<file path="config.mk">
export PLATFORM = sky130hd
export DESIGN_NAME = hazard_ctrl
export DESIGN_NICKNAME = d
export VERILOG_FILES = /design/src/rtl/core_pkg.sv /design/src/rtl/hazard_detect.sv /design/src/rtl/hazard_ctrl.sv
export SDC_FILE = /design/constraint.sdc
export NUM_CORES = 1
export LEC_CHECK = 0
export CAP_MARGIN = 20
export CORE_UTILIZATION = 30
export DETAILED_ROUTE_END_ITERATION = 7
export GPL_ROUTABILITY_DRIVEN = 1
export HOLD_SLACK_MARGIN = 0.03
export MAX_ROUTING_LAYER = met4
export PLACE_DENSITY = 0.74
export SYNTH_ARGS = -nofsm -noshare
export SYNTH_HDL_FRONTEND = slang
export SYNTH_SLANG_ARGS = --single-unit
</file>
<file path="constraint.sdc">
create_clock -name clk -period 2.1 [get_ports clk]
set_input_delay 0.525 -clock clk [delete_from_list [all_inputs] [get_ports clk]]
set_output_delay 0.525 -clock clk [all_outputs]
set_load 0.05 [all_outputs]
</file>
<file path="src/rtl/core_pkg.sv">
// Types and constants shared by the RV32I pipeline control blocks.
// The hazard controller's state encoding lives here.
package core_pkg;

    typedef enum logic [1:0] {
        RUN      = 2'd0,
        MEM_WAIT = 2'd1,
        ERR      = 2'd2
    } hz_state_t;

    localparam logic [4:0] REG_ZERO = 5'd0;

endpackage

</file>
<file path="src/rtl/hazard_detect.sv">
// Load-use comparator. It flags an ID instruction that needs the result of a load still in EX.
module hazard_detect
    import core_pkg::*;
(
    input  logic [4:0] id_rs1,
    input  logic [4:0] id_rs2,
    input  logic       id_uses_rs1,
    input  logic       id_uses_rs2,
    input  logic [4:0] ex_rd,
    input  logic       ex_mem_read,
    input  logic       ex_regs_write,
    output logic       load_use
);

    // x0 is hardwired, so a load targeting it never creates a dependency.
    assign load_use = ex_mem_read & ex_regs_write & (ex_rd != REG_ZERO) &
                      ((id_uses_rs1 & (id_rs1 == ex_rd)) |
                       (id_uses_rs2 & (id_rs2 == ex_rd)));

endmodule

</file>
<file path="src/rtl/hazard_ctrl.sv">
// Pipeline hazard controller: stall/flush generation, data-memory wait FSM with timeout watchdog.
// Define HAZARD_PERF_CNT_EN to build the stall/flush performance counters.
module hazard_ctrl
    import core_pkg::*;
#(
    parameter int MEM_TIMEOUT = 255,
    parameter int CNT_W       = 32
) (
    input  logic             clk,
    input  logic             rst,
    input  logic [4:0]       id_rs1,
    input  logic [4:0]       id_rs2,
    input  logic             id_uses_rs1,
    input  logic             id_uses_rs2,
    input  logic [4:0]       ex_rd,
    input  logic             ex_mem_read,
    input  logic             ex_regs_write,
    input  logic             ex_br_taken,
    input  logic             mem_req,
    input  logic             mem_ready,
    output logic             pc_stall,
    output logic             if_id_stall,
    output logic             if_id_flush,
    output logic             id_ex_stall,
    output logic             id_ex_flush,
    output logic             ex_mem_stall,
    output logic             mem_err,
    output logic [CNT_W-1:0] stall_cnt,
    output logic [CNT_W-1:0] flush_cnt
);

    localparam int                WAIT_W      = $clog2(MEM_TIMEOUT + 1);
    localparam logic [WAIT_W-1:0] TIMEOUT_VAL = WAIT_W'(MEM_TIMEOUT);

    hz_state_t         state, state_next;
    logic [WAIT_W-1:0] wait_cnt, wait_next;
    logic              err_next;
    logic              load_use;
    logic              mem_stall;
    logic              pipe_rules;

    hazard_detect u_detect (
        .id_rs1       (id_rs1),
        .id_rs2       (id_rs2),
        .id_uses_rs1  (id_uses_rs1),
        .id_uses_rs2  (id_uses_rs2),
        .ex_rd        (ex_rd),
        .ex_mem_read  (ex_mem_read),
        .ex_regs_write(ex_regs_write),
        .load_use     (load_use)
    );

    always_ff @(posedge clk) begin
        if (!rst) begin
            state    <= RUN;
            wait_cnt <= '0;
            mem_err  <= 1'b0;
        end else begin
            state    <= state_next;
            wait_cnt <= wait_next;
            mem_err  <= err_next;
        end
    end

    // The watchdog saturates at TIMEOUT_VAL: reaching it moves to ERR instead of counting on.
    always_comb begin
        state_next   = state;
        wait_next    = wait_cnt;
        err_next     = mem_err;
        mem_stall    = 1'b0;
        pipe_rules   = 1'b0;
        pc_stall     = 1'b0;
        if_id_stall  = 1'b0;
        if_id_flush  = 1'b0;
        id_ex_stall  = 1'b0;
        id_ex_flush  = 1'b0;
        ex_mem_stall = 1'b0;

        case (state)
            RUN: begin
                if (mem_req && !mem_ready) begin
                    mem_stall  = 1'b1;
                    state_next = MEM_WAIT;
                    wait_next  = WAIT_W'(1);
                end else begin
                    pipe_rules = 1'b1;
                end
            end
            MEM_WAIT: begin
                if (mem_ready) begin
                    pipe_rules = 1'b1;
                    state_next = RUN;
                    wait_next  = '0;
                end else begin
                    mem_stall = 1'b1;
                    if (wait_cnt == TIMEOUT_VAL) begin
                        state_next = ERR;
                        err_next   = 1'b1;
                    end else begin
                        wait_next = wait_cnt + WAIT_W'(1);
                    end
                end
            end
            ERR: begin
                mem_stall = 1'b1;
            end
            default: begin
                state_next = RUN;
                wait_next  = '0;
            end
        endcase

        if (!rst) begin
            if_id_flush = 1'b1;
            id_ex_flush = 1'b1;
        end else if (mem_stall) begin
            pc_stall     = 1'b1;
            if_id_stall  = 1'b1;
            id_ex_stall  = 1'b1;
            ex_mem_stall = 1'b1;
        end else if (pipe_rules && ex_br_taken) begin
            if_id_flush = 1'b1;
            id_ex_flush = 1'b1;
        end else if (pipe_rules && load_use) begin
            pc_stall    = 1'b1;
            if_id_stall = 1'b1;
            id_ex_flush = 1'b1;
        end
    end

`ifdef HAZARD_PERF_CNT_EN
    logic [CNT_W-1:0] stall_q;
    logic [CNT_W-1:0] flush_q;

    always_ff @(posedge clk) begin
        if (!rst) begin
            stall_q <= '0;
            flush_q <= '0;
        end else begin
            if (pc_stall)    stall_q <= stall_q + CNT_W'(1);
            if (if_id_flush) flush_q <= flush_q + CNT_W'(1);
        end
    end

    assign stall_cnt = stall_q;
    assign flush_cnt = flush_q;
`else
    assign stall_cnt = '0;
    assign flush_cnt = '0;
`endif

endmodule

</file>
Word level (Yosys, flattened, before mapping)

Cells that the tools add are included.

Bits in writable memories: 0
Memories kept: 0
Output and inout port bits: 71
Bits in latches: 0
Bits in read-only memories: 0
Register bits after elaboration: 11

Multiplexer cells: 26
Bitwise operators: 8
Shift-type cells: 0
Equality and inequality tests: 8
Magnitude comparators: 0
Add/sub/neg operators: 1
Multipliers: 0
Div/mod/pow operators: 0
Reduce and logical (&&, ||, !) cells: 9

Operator list:

| kind                | count |
|---|---|
| $mux 8              | 3 |
| $pmux 8 s3          | 1 |
| $mux 1              | 16 |
| $eq 5x5->1          | 2 |
| $reduce_and 3->1    | 3 |
| $add 8x1->8 const B | 1 |
| $eq 8x8->1 const B  | 1 |
| $mux 2              | 3 |
| $ne 3x3->1 const B  | 2 |
| $pmux 2 s3          | 1 |
| $and 1x1->1         | 5 |
| $reduce_bool 5->1   | 1 |
| $logic_and 1x1->1   | 3 |
| $pmux 1 s3          | 1 |
| $eq 2x1->1 const B  | 1 |
| $eq 2x2->1 const B  | 1 |
| $logic_not 2->1     | 1 |
| $ne 2x2->1 const B  | 1 |
| $not 1->1           | 2 |
| $pmux 1 s2          | 1 |
| $logic_not 1->1     | 1 |
| $or 1x1->1          | 1 |

Longest topological paths before layout

Gate-level depths: netlist (run 1).

Word-level depth: 9
Gate-level depth with buffers: 6
Depth with buffers taken out: 5

By module

Synthesis (run 1) repeated with hierarchy kept, for this count alone.

Cells, all modules: 162
Area total of the unflattened synthesis: 1286.2 µm²

By module, submodules not included:

| module        | cells an instance | area an instance (µm²) | times used | sequential area each (µm²) |
|---|---|---|---|---|
| hazard_ctrl   | 145               | 1151.1                 | 1          | 220.2 |
| hazard_detect | 17                | 135.1                  | 1          | 0.0 |

Least setup slack after synthesis (run 1)

Ideal clock, no wire load.

Path type: flip-flop to output port
From: register state[0]
To: output pc_stall
Path slack: -1585 ps
Data arrival time: 3160 ps
Cell stages (with the launch flop): 7
Cells stage by stage: dfxtp_1 > buf_2 > nor2_1 > o21bai_1 > o21ai_0 > o31ai_1 > buf_4

Cells in the longest elaborated chain, start to end: 7

Ends and longest elaborated chain:

| what                                                 | RTL line           | text |
|---|---|---|
| from (decl)                                          | hazard_ctrl.sv:35  | `hz_state_t state, state_next;` |
| from (signal assigned)                               | hazard_ctrl.sv:59  | `state <= state_next;` |
| $eq 2x1->1 / $logic_not 2->1 (equally long branches) | hazard_ctrl.sv:79  | `case (state)` |
| $pmux 1 s2                                           | hazard_ctrl.sv:79  |  |
| $logic_and 1x1->1                                    | hazard_ctrl.sv:124 | `end else if (pipe_rules && load_use) begin` |
| $mux 1 (2 in a row)                                  | n/a                |  |
| $mux 1 * (2 in a row)                                | n/a                |  |
| to (decl)                                            | hazard_ctrl.sv:21  | `output logic pc_stall,` |

Every way passes the cells marked *; elsewhere a longest branch is shown, timed or not.

Worst setup path after layout (run 1)

From: input ex_rd[3]
To: output pc_stall

Cells in the longest elaborated chain, start to end: 9

Ends and longest elaborated chain:

| what                                  | RTL line                                 | text |
|---|---|---|
| from (decl)                           | hazard_ctrl.sv:15                        | `input logic [4:0] ex_rd,` |
| $eq 5x5->1, on equally long branches  | hazard_detect.sv:17, hazard_detect.sv:18 |  |
| $and 1x1->1, on equally long branches | hazard_detect.sv:17, hazard_detect.sv:18 |  |
| $or 1x1->1                            | hazard_detect.sv:17                      | `((id_uses_rs1 & (id_rs1 == ex_rd)) \|` |
| $and 1x1->1 *                         | hazard_detect.sv:16                      | `assign load_use = ex_mem_read & ex_regs_write & (ex_rd != REG_ZERO) &` |
| $logic_and 1x1->1 *                   | hazard_ctrl.sv:124                       |  |
| $mux 1 *                              | hazard_ctrl.sv:124                       |  |
| $mux 1 *                              | hazard_ctrl.sv:121                       | `end else if (pipe_rules && ex_br_taken) begin` |
| $mux 1 *                              | hazard_ctrl.sv:116                       | `end else if (mem_stall) begin` |
| $mux 1 *                              | hazard_ctrl.sv:113                       | `if (!rst) begin` |

Marks and branches as above.

==> impl_metrics.prom, run 1 <==
# TYPE chip_impl_metric gauge
chip_impl_metric{name="crit_required",unit="ns"} 1.57
chip_impl_metric{name="placement.setup.worst_slack",unit="ns"} -0.6928
chip_impl_metric{name="grt_first_pass_wirelength",unit="µm"} 3401
chip_impl_metric{name="overflow",unit=""} 0
chip_impl_metric{name="synth_cells",unit=""} 153
chip_impl_metric{name="holdPathStages",unit=""} 1
chip_impl_metric{name="dp_cells",unit=""} 235
chip_impl_metric{name="layout-area-overhead-vs-synth",unit="%"} 29.85
chip_impl_info{name="worst-setup-path-type",value="in2out"} 1
chip_impl_metric{name="fin_nets",unit=""} 219
chip_impl_info{name="ys_top_cells_by_area",value="buf_4 41%, dfxtp_1 18%, xor2_1 7.9%"} 1
chip_impl_metric{name="critPathMaxStageDelay",unit="ns"} 0.32
chip_impl_metric{name="finalSetupViolCount",unit=""} 3
chip_impl_metric{name="die_w",unit="µm"} 65.77
chip_impl_metric{name="initial_core_utilization",unit=""} 0.3235
chip_impl_metric{name="first_pass_iters",unit=""} 4
chip_impl_metric{name="setup_total_negative_slack",unit="ns"} -0.6627
chip_impl_info{name="rsz_0062_raised_after_global_routing",value="yes"} 1
chip_impl_metric{name="cts_buffers",unit=""} 3
chip_impl_metric{name="max_freq",unit="MHz"} 427.7
chip_impl_info{name="critPathSlowestCell",value="o31ai_4"} 1
chip_impl_metric{name="power.ir.vdd_worst",unit="µV"} 289.2
chip_impl_info{name="r2r_start",value="wait_cnt[0]$_SDFFE_PN0P_"} 1
chip_impl_metric{name="io_pins",unit=""} 95
chip_impl_info{name="yosys.area.top_type",value="buf_4"} 1
chip_impl_metric{name="floorplan.die.height",unit="µm"} 65.77
chip_impl_info{name="hold_path.class",value="reg2reg"} 1
chip_impl_metric{name="gr-usage-all-layers",unit=""} 0.1043
chip_impl_metric{name="count_of_synthesis_stage_warnings_from_yosys",unit=""} 0
chip_impl_metric{name="timing.final.crit_share",unit=""} 1.113
chip_impl_metric{name="postLayoutCoreUtil",unit=""} 0.4200
chip_impl_metric{name="syn-cell-area",unit="µm²"} 1220
chip_impl_metric{name="buffer_ports.inserted",unit=""} 30
chip_impl_info{name="failed_checks",value="negative setup slack"} 1
chip_impl_metric{name="final_cells",unit=""} 241
chip_impl_metric{name="power_density",unit="nW/µm²"} 548.4
chip_impl_metric{name="wirelength",unit="µm"} 2389
chip_impl_metric{name="drt-vias-per-instance",unit=""} 4.000
chip_impl_metric{name="antenna_left",unit=""} 0
chip_impl_metric{name="cap_violations",unit=""} 0
chip_impl_metric{name="drive_above_1_share",unit=""} 0.2539
chip_impl_metric{name="synth.yosys.seq_area_share",unit=""} 0.1805
chip_impl_metric{name="antenna_found_initial",unit=""} 0
chip_impl_metric{name="place_congestion",unit=""} 0.8262
chip_impl_metric{name="final.hold.worst_slack",unit="ns"} 0.4668
chip_impl_metric{name="clkTransAtPathRegs",unit="ns"} 0.05
chip_impl_metric{name="vias_in_the_first_global_route",unit=""} 763
chip_impl_info{name="top_delay_family_on_crit_path",value="compound AO/OA/AOI/OAI gates"} 1
chip_impl_metric{name="ctsHoldBuffers",unit=""} 0
chip_impl_info{name="worst_setup_path_startpoint",value="ex_rd[3]"} 1
chip_impl_info{name="cp-start-kind",value="primary input"} 1
chip_impl_metric{name="area_share_of_the_leading_cell_type_in_the_synthesized_netlist",unit=""} 0.4062
chip_impl_metric{name="period_needed",unit="ns"} 2.338
chip_impl_metric{name="power.static_leakage",unit="nW"} 0.7478
chip_impl_metric{name="reg2reg_setup_slack",unit="ns"} 0.47
chip_impl_metric{name="critPathBufInv",unit=""} 2
chip_impl_metric{name="synthDistinctLibCells",unit=""} 34
chip_impl_metric{name="num_antenna_cells",unit=""} 0
chip_impl_metric{name="core_region_area",unit="µm²"} 3771
chip_impl_metric{name="critical_path_depth",unit=""} 6
chip_impl_metric{name="grt_start_max_net_pins",unit=""} 12
chip_impl_info{name="tritoncts",value="built"} 1
chip_impl_metric{name="floorplan.die_area",unit="µm²"} 4326
chip_impl_metric{name="detailed_route_wire_length_per_cell",unit="µm"} 9.913
chip_impl_info{name="critical_path.endpoint_type",value="output port"} 1
chip_impl_metric{name="cts-htree-levels",unit=""} 1
chip_impl_metric{name="crit_fanout",unit=""} 3
chip_impl_metric{name="detailedPlacementHpwl",unit="µm"} 1869
chip_impl_metric{name="core.rowCount",unit=""} 22
chip_impl_metric{name="syn_avg_cell_area",unit="µm²"} 7.973
chip_impl_metric{name="arrival",unit="ns"} 1.81
chip_impl_metric{name="drt_iter0_drc",unit=""} 17
chip_impl_info{name="worst_r2r_endpoint",value="wait_cnt[7]$_SDFFE_PN0P_"} 1
chip_impl_metric{name="worst_r2r_path_depth",unit=""} 5
chip_impl_metric{name="remaining_drc_errors",unit=""} 0
chip_impl_info{name="clockRootBuffer",value="clkbuf_8"} 1
chip_impl_metric{name="clock-sinks",unit=""} 11
chip_impl_metric{name="finalHoldViolations",unit=""} 0
chip_impl_metric{name="finClkSkew",unit="ns"} 0.002036
chip_impl_metric{name="num_vias",unit=""} 964
chip_impl_metric{name="synth_seq_cells",unit=""} 11
chip_impl_metric{name="postLayoutSetupSlackWorst",unit="ns"} -0.2383
chip_impl_info{name="status",value="complete, but fails checks"} 1
chip_impl_info{name="crit_chain",value="clkdlybuf4s15_2 > xor2_1 > nor4_2 > a32oi_2 > o31ai_4 > buf_12"} 1
chip_impl_metric{name="clock_tree.buffer_depth",unit=""} 2
chip_impl_info{name="worstSetupEndpoint",value="pc_stall"} 1
chip_impl_metric{name="final_max_slew_viol_count",unit=""} 0
chip_impl_metric{name="clock_latency_on_the_worst_skew_pair",unit="ns"} 0.24
==> logic make-up (layout without fill, tap and decap cells) <==
kind of cell,count (synthesis),after routing,share of synthesized area
buf+inv,70,47,0.4205
xor+xnor,13,13,0.09333
simple gates,33,33,0.1477
compound gates,23,23,0.1364
mux,1,1,0.008205
fa+ha+maj,1,1,0.01025
other cells,1,64,0.003074
flops,11,11,0.1805
==> worst min-delay path by stage <==
stage,slack [ns],from,endpoint
2_1_floorplan,0.45,wait_cnt[7]$_SDFFE_PN0P_,wait_cnt[7]$_SDFFE_PN0P_
3_3_place_gp,0.46,mem_err$_SDFFE_PN0P_,mem_err$_SDFFE_PN0P_
4_1_cts,0.48,mem_err$_SDFFE_PN0P_,mem_err$_SDFFE_PN0P_
3_5_place_dp,0.45,mem_err$_SDFFE_PN0P_,mem_err$_SDFFE_PN0P_
5_1_grt,0.50,mem_err$_SDFFE_PN0P_,mem_err$_SDFFE_PN0P_
6_report,0.47,mem_err$_SDFFE_PN0P_,mem_err$_SDFFE_PN0P_
==> power by group <==
| part | internal [W] | switching, W | total (W) | leakage, nW |
|---|---|---|---|---|
| clock | 0.000134 | 0.0000831 | 0.000217 | 0.0228 |
| sequential | 0.000212 | 0.00000272 | 0.000215 | 0.0890 |
| combinational | 0.0000973 | 0.000340 | 0.000437 | 0.636 |
==> synth_stat cells <==
library cell	count
buf_4	66
dfxtp_1	11
xor2_1	11
nand2_1	8
nor2_1	8
nand3_1	5
o21a_1	3
o21ai_0	3
o31ai_1	3
a211o_1	2
a21oi_1	2
buf_2	2
inv_1	2
nor2b_1	2
nor3_1	2
nor4_1	2
o21bai_1	2
or4_1	2
xnor2_1	2
a211oi_1	1
a21boi_0	1
a31oi_1	1
a32oi_1	1
and2_0	1
and4_1	1
conb_1	1
ha_1	1
mux2i_1	1
nand4_4	1
o2111ai_1	1
o211ai_1	1
o21ai_2	1
o32ai_1	1
or3b_1	1
==> sequential cells by signal (all words and copies together), names as in the netlist <==
signal    flops
state         2
mem_err       1
wait_cnt      8
==> metal layers <==
layer	vias up	wire, µm	track usage
met3	3	134	0.01552
met5	-	0	-
li1	462	-	-
met1	444	977	0.1279
met4	0	24	0.04076
met2	55	1252	0.1709
==> cell type report <==
cell class / instances / area (µm²)
clock buffer: 4 / 45.04
fill: 371 / 2187
inverter: 2 / 10.01
multi-input combinational: 135 / 832.0
sequential: 11 / 220.2
tap: 48 / 60.06
timing repair buffer: 41 / 416.7
==> placed cells by master, fill, tap and decap left out, types with 2 or more instances in the layout <==
cell / instances
clkbuf_8: 3
nand3_1: 4
clkdlybuf4s50_1: 4
xor2_1: 6
o21ai_0: 2
o21a_1: 3
buf_2: 5
buf_6: 4
buf_4: 10
buf_12: 6
or4_1: 2
nor2_1: 7
a21oi_1: 2
nand2_1: 8
o21ai_2: 2
xor2_2: 5
a211o_1: 2
conb_1: 64
nor4_2: 2
nor2b_1: 2
o31ai_1: 2
clkbuf_2: 2
dlygate4sd2_1: 6
nor3_1: 2
dfxtp_1: 11
==> per-stage QoR <==
stage | instance area (µm²) | total power, W
floorplan | 1478 | 0.0006340
global placement | 1456 | 0.0006362
detailed placement | 1456 | 0.0006389
CTS | 1554 | 0.0008598
global route | 1584 | 0.0009020
finish | 1584 | 0.0008687
==> timing repair <==
action | CTS | global route
endpoints found under the setup margin | 6 | 5
cloned | 0 | 0
resized for setup | 65 | 13
buffers inserted | 0 | 2
pin swaps | 14 | 2
Power figures use the tool's default switching activity.
==> run 2, diff against run 1 <==
Settings changed: HOLD_SLACK_MARGIN 0.03 to 0.05.
==> results of run 2 <==
No change in the layout: final DEF, timing and power equal those of run 1.
==> run 3, diff against run 2 <==
Settings changed: CTS_BUF_LIST from default to sky130_fd_sc_hd__clkbuf_16, SETUP_SLACK_MARGIN from default to 0.5.
==> impl_metrics.prom, run 3 (same netlist as run 1, synthesis figures left out) <==
# TYPE chip_impl_metric gauge
chip_impl_info{name="hold-path-endpoint",value="mem_err$_SDFFE_PN0P_"} 1
chip_impl_metric{name="overflow",unit=""} 0
chip_impl_metric{name="detailedPlacementHpwl",unit="µm"} 1869
chip_impl_metric{name="holdPathStages",unit=""} 1
chip_impl_metric{name="reg2reg_setup_slack",unit="ns"} 0.59
chip_impl_metric{name="placement.setup.worst_slack",unit="ns"} -0.6439
chip_impl_metric{name="grt_start_max_net_pins",unit=""} 12
chip_impl_metric{name="num_vias",unit=""} 958
chip_impl_info{name="mostFrequentLayoutCell",value="conb_1"} 1
chip_impl_metric{name="initial_core_utilization",unit=""} 0.3235
chip_impl_info{name="worst-setup-path-type",value="in2out"} 1
chip_impl_metric{name="ctsHoldBuffers",unit=""} 0
chip_impl_metric{name="cts_buffers",unit=""} 3
chip_impl_metric{name="remaining_drc_errors",unit=""} 0
chip_impl_metric{name="crit_required",unit="ns"} 1.57
chip_impl_metric{name="die_w",unit="µm"} 65.77
chip_impl_info{name="hold_path.class",value="reg2reg"} 1
chip_impl_info{name="clockRootBuffer",value="clkbuf_16"} 1
chip_impl_metric{name="core_region_area",unit="µm²"} 3771
chip_impl_metric{name="clock-sinks",unit=""} 11
chip_impl_metric{name="critPathBufInv",unit=""} 2
chip_impl_metric{name="drt_iter0_drc",unit=""} 11
chip_impl_info{name="crit_chain",value="buf_2 > xor2_1 > nor4_2 > a32oi_2 > o31ai_4 > buf_12"} 1
chip_impl_metric{name="max_freq",unit="MHz"} 432.0
chip_impl_metric{name="power.static_leakage",unit="nW"} 0.7464
chip_impl_metric{name="wirelength",unit="µm"} 2365
chip_impl_metric{name="antenna_left",unit=""} 0
chip_impl_metric{name="core.rowCount",unit=""} 22
chip_impl_info{name="regMostFlops",value="wait_cnt"} 1
chip_impl_info{name="holdCritStartpoint",value="mem_err$_SDFFE_PN0P_"} 1
chip_impl_metric{name="largest_register_ff_count",unit=""} 8
chip_impl_metric{name="clock_latency_on_the_worst_skew_pair",unit="ns"} 0.24
chip_impl_info{name="failed_checks",value="negative setup slack"} 1
chip_impl_info{name="cp-start-kind",value="primary input"} 1
chip_impl_metric{name="power_density",unit="nW/µm²"} 618.5
chip_impl_metric{name="first_pass_iters",unit=""} 4
chip_impl_metric{name="io_pins",unit=""} 95
chip_impl_metric{name="finalHoldViolations",unit=""} 0
chip_impl_info{name="critical_path.endpoint_type",value="output port"} 1
chip_impl_info{name="r2r_start",value="wait_cnt[0]$_SDFFE_PN0P_"} 1
chip_impl_metric{name="grt_first_pass_wirelength",unit="µm"} 3436
chip_impl_info{name="critPathSlowestCell",value="nor4_2"} 1
chip_impl_info{name="top_delay_family_on_crit_path",value="compound AO/OA/AOI/OAI gates"} 1
chip_impl_metric{name="critPathMaxStageDelay",unit="ns"} 0.33
chip_impl_metric{name="finClkSkew",unit="ns"} 0.001585
chip_impl_info{name="status",value="complete, but fails checks"} 1
chip_impl_metric{name="timing.final.crit_share",unit=""} 1.102
chip_impl_metric{name="postLayoutSetupSlackWorst",unit="ns"} -0.2151
chip_impl_info{name="worst_r2r_endpoint",value="wait_cnt[7]$_SDFFE_PN0P_"} 1
chip_impl_metric{name="crit_fanout",unit=""} 3
chip_impl_metric{name="drive_above_1_share",unit=""} 0.2383
chip_impl_metric{name="buffer_ports.inserted",unit=""} 30
chip_impl_metric{name="finalSetupViolCount",unit=""} 3
chip_impl_metric{name="power.ir.vdd_worst",unit="µV"} 304.2
chip_impl_info{name="rsz_0062_raised_after_global_routing",value="yes"} 1
chip_impl_info{name="top_regs",value="wait_cnt (8), state (2), mem_err (1)"} 1
chip_impl_metric{name="drt-vias-per-instance",unit=""} 3.975
chip_impl_metric{name="layout-area-overhead-vs-synth",unit="%"} 31.69
chip_impl_metric{name="fin_nets",unit=""} 219
chip_impl_metric{name="final_max_slew_viol_count",unit=""} 0
chip_impl_metric{name="worst_r2r_path_depth",unit=""} 5
chip_impl_metric{name="antenna_found_initial",unit=""} 0
chip_impl_metric{name="num_antenna_cells",unit=""} 0
chip_impl_metric{name="cap_violations",unit=""} 0
chip_impl_metric{name="clkTransAtPathRegs",unit="ns"} 0.04
chip_impl_info{name="most-common-layout-cells",value="64 x conb_1, 11 x dfxtp_1, 10 x xor2_1"} 1
chip_impl_metric{name="detailed_route_wire_length_per_cell",unit="µm"} 9.813
chip_impl_metric{name="place_congestion",unit=""} 0.8495
chip_impl_metric{name="cts-htree-levels",unit=""} 1
chip_impl_metric{name="arrival",unit="ns"} 1.79
chip_impl_metric{name="clock_tree.buffer_depth",unit=""} 2
chip_impl_metric{name="setup_total_negative_slack",unit="ns"} -0.5674
chip_impl_metric{name="floorplan.die.height",unit="µm"} 65.77
chip_impl_info{name="tritoncts",value="built"} 1
chip_impl_metric{name="vias_in_the_first_global_route",unit=""} 756
chip_impl_metric{name="period_needed",unit="ns"} 2.315
chip_impl_metric{name="floorplan.die_area",unit="µm²"} 4326
chip_impl_metric{name="gr-usage-all-layers",unit=""} 0.1043
==> run 3: changes by cell type in the layout (fill, tap and decap cells not counted), moves of 3 or more <==
cell             before  now
xor2_1                6   10
clkbuf_8              3    0
xor2_2                5    1
buf_2                 5    8
clkbuf_16             0    3
clkdlybuf4s15_1       1    5
==> run 3: per-stage QoR <==
| step | area, µm² | hold slack [ns] | total power [W] | instances | utilization |
|---|---|---|---|---|---|
| floorplan | 1530 | 0.4524 | 0.0006435 | 216 | - |
| global placement | 1506 | 0.4672 | 0.0006463 | 236 | 0.3995 |
| detailed placement | 1506 | 0.4554 | 0.0006480 | 236 | 0.3995 |
| CTS | 1580 | 0.4781 | 0.0009930 | 240 | 0.4190 |
| global route | 1607 | 0.5204 | 0.001032 | 241 | 0.4260 |
| finish | 1607 | 0.4759 | 0.0009936 | 241 | 0.4260 |
==> run 3: repair_timing <==
action	CTS	global route
buffers inserted	0	1
endpoints found under the setup margin	17	7
pin swaps	16	3
gates resized for setup	73	4
==> run 3: layout make-up <==
cell class	count	area [µm²]
sequential	11	220.2
clock buffer	3	75.07
multi-input combinational	135	819.5
clock inverter	1	3.754
tap	48	60.06
timing repair buffer	41	416.7
inverter	2	11.26
fill	368	2165
==> run 3: layer usage <==
layer	share of wire	routed length, µm	GRT usage	vias up
met5	0	0	-	-
met4	0.016	38	0.04891	0
met3	0.063	150	0.01724	5
met2	0.54	1277	0.1645	52
met1	0.38	898	0.1288	432
li1	-	-	-	469
==> run 3: how the worst max path moves through the flow <==
stage | startpoint | to | slack (ns) | cells after the start
4_1_cts | id_rs1[0] | if_id_stall | -0.19 | 6
3_3_place_gp | ex_rd[2] | if_id_stall | -0.60 | 6
5_1_grt | ex_rd[3] | if_id_stall | -0.29 | 6
3_5_place_dp | ex_rd[3] | if_id_stall | -0.64 | 6
2_1_floorplan | ex_rd[3] | pc_stall | -0.35 | 5
6_report | ex_rd[3] | if_id_stall | -0.22 | 6
==> run 3: where the power goes <==
part	internal (W)	switching (W)	leakage, nW
clock	0.000250	0.0000961	0.0423
sequential	0.000213	0.00000290	0.0890
combinational	0.0000945	0.000337	0.615
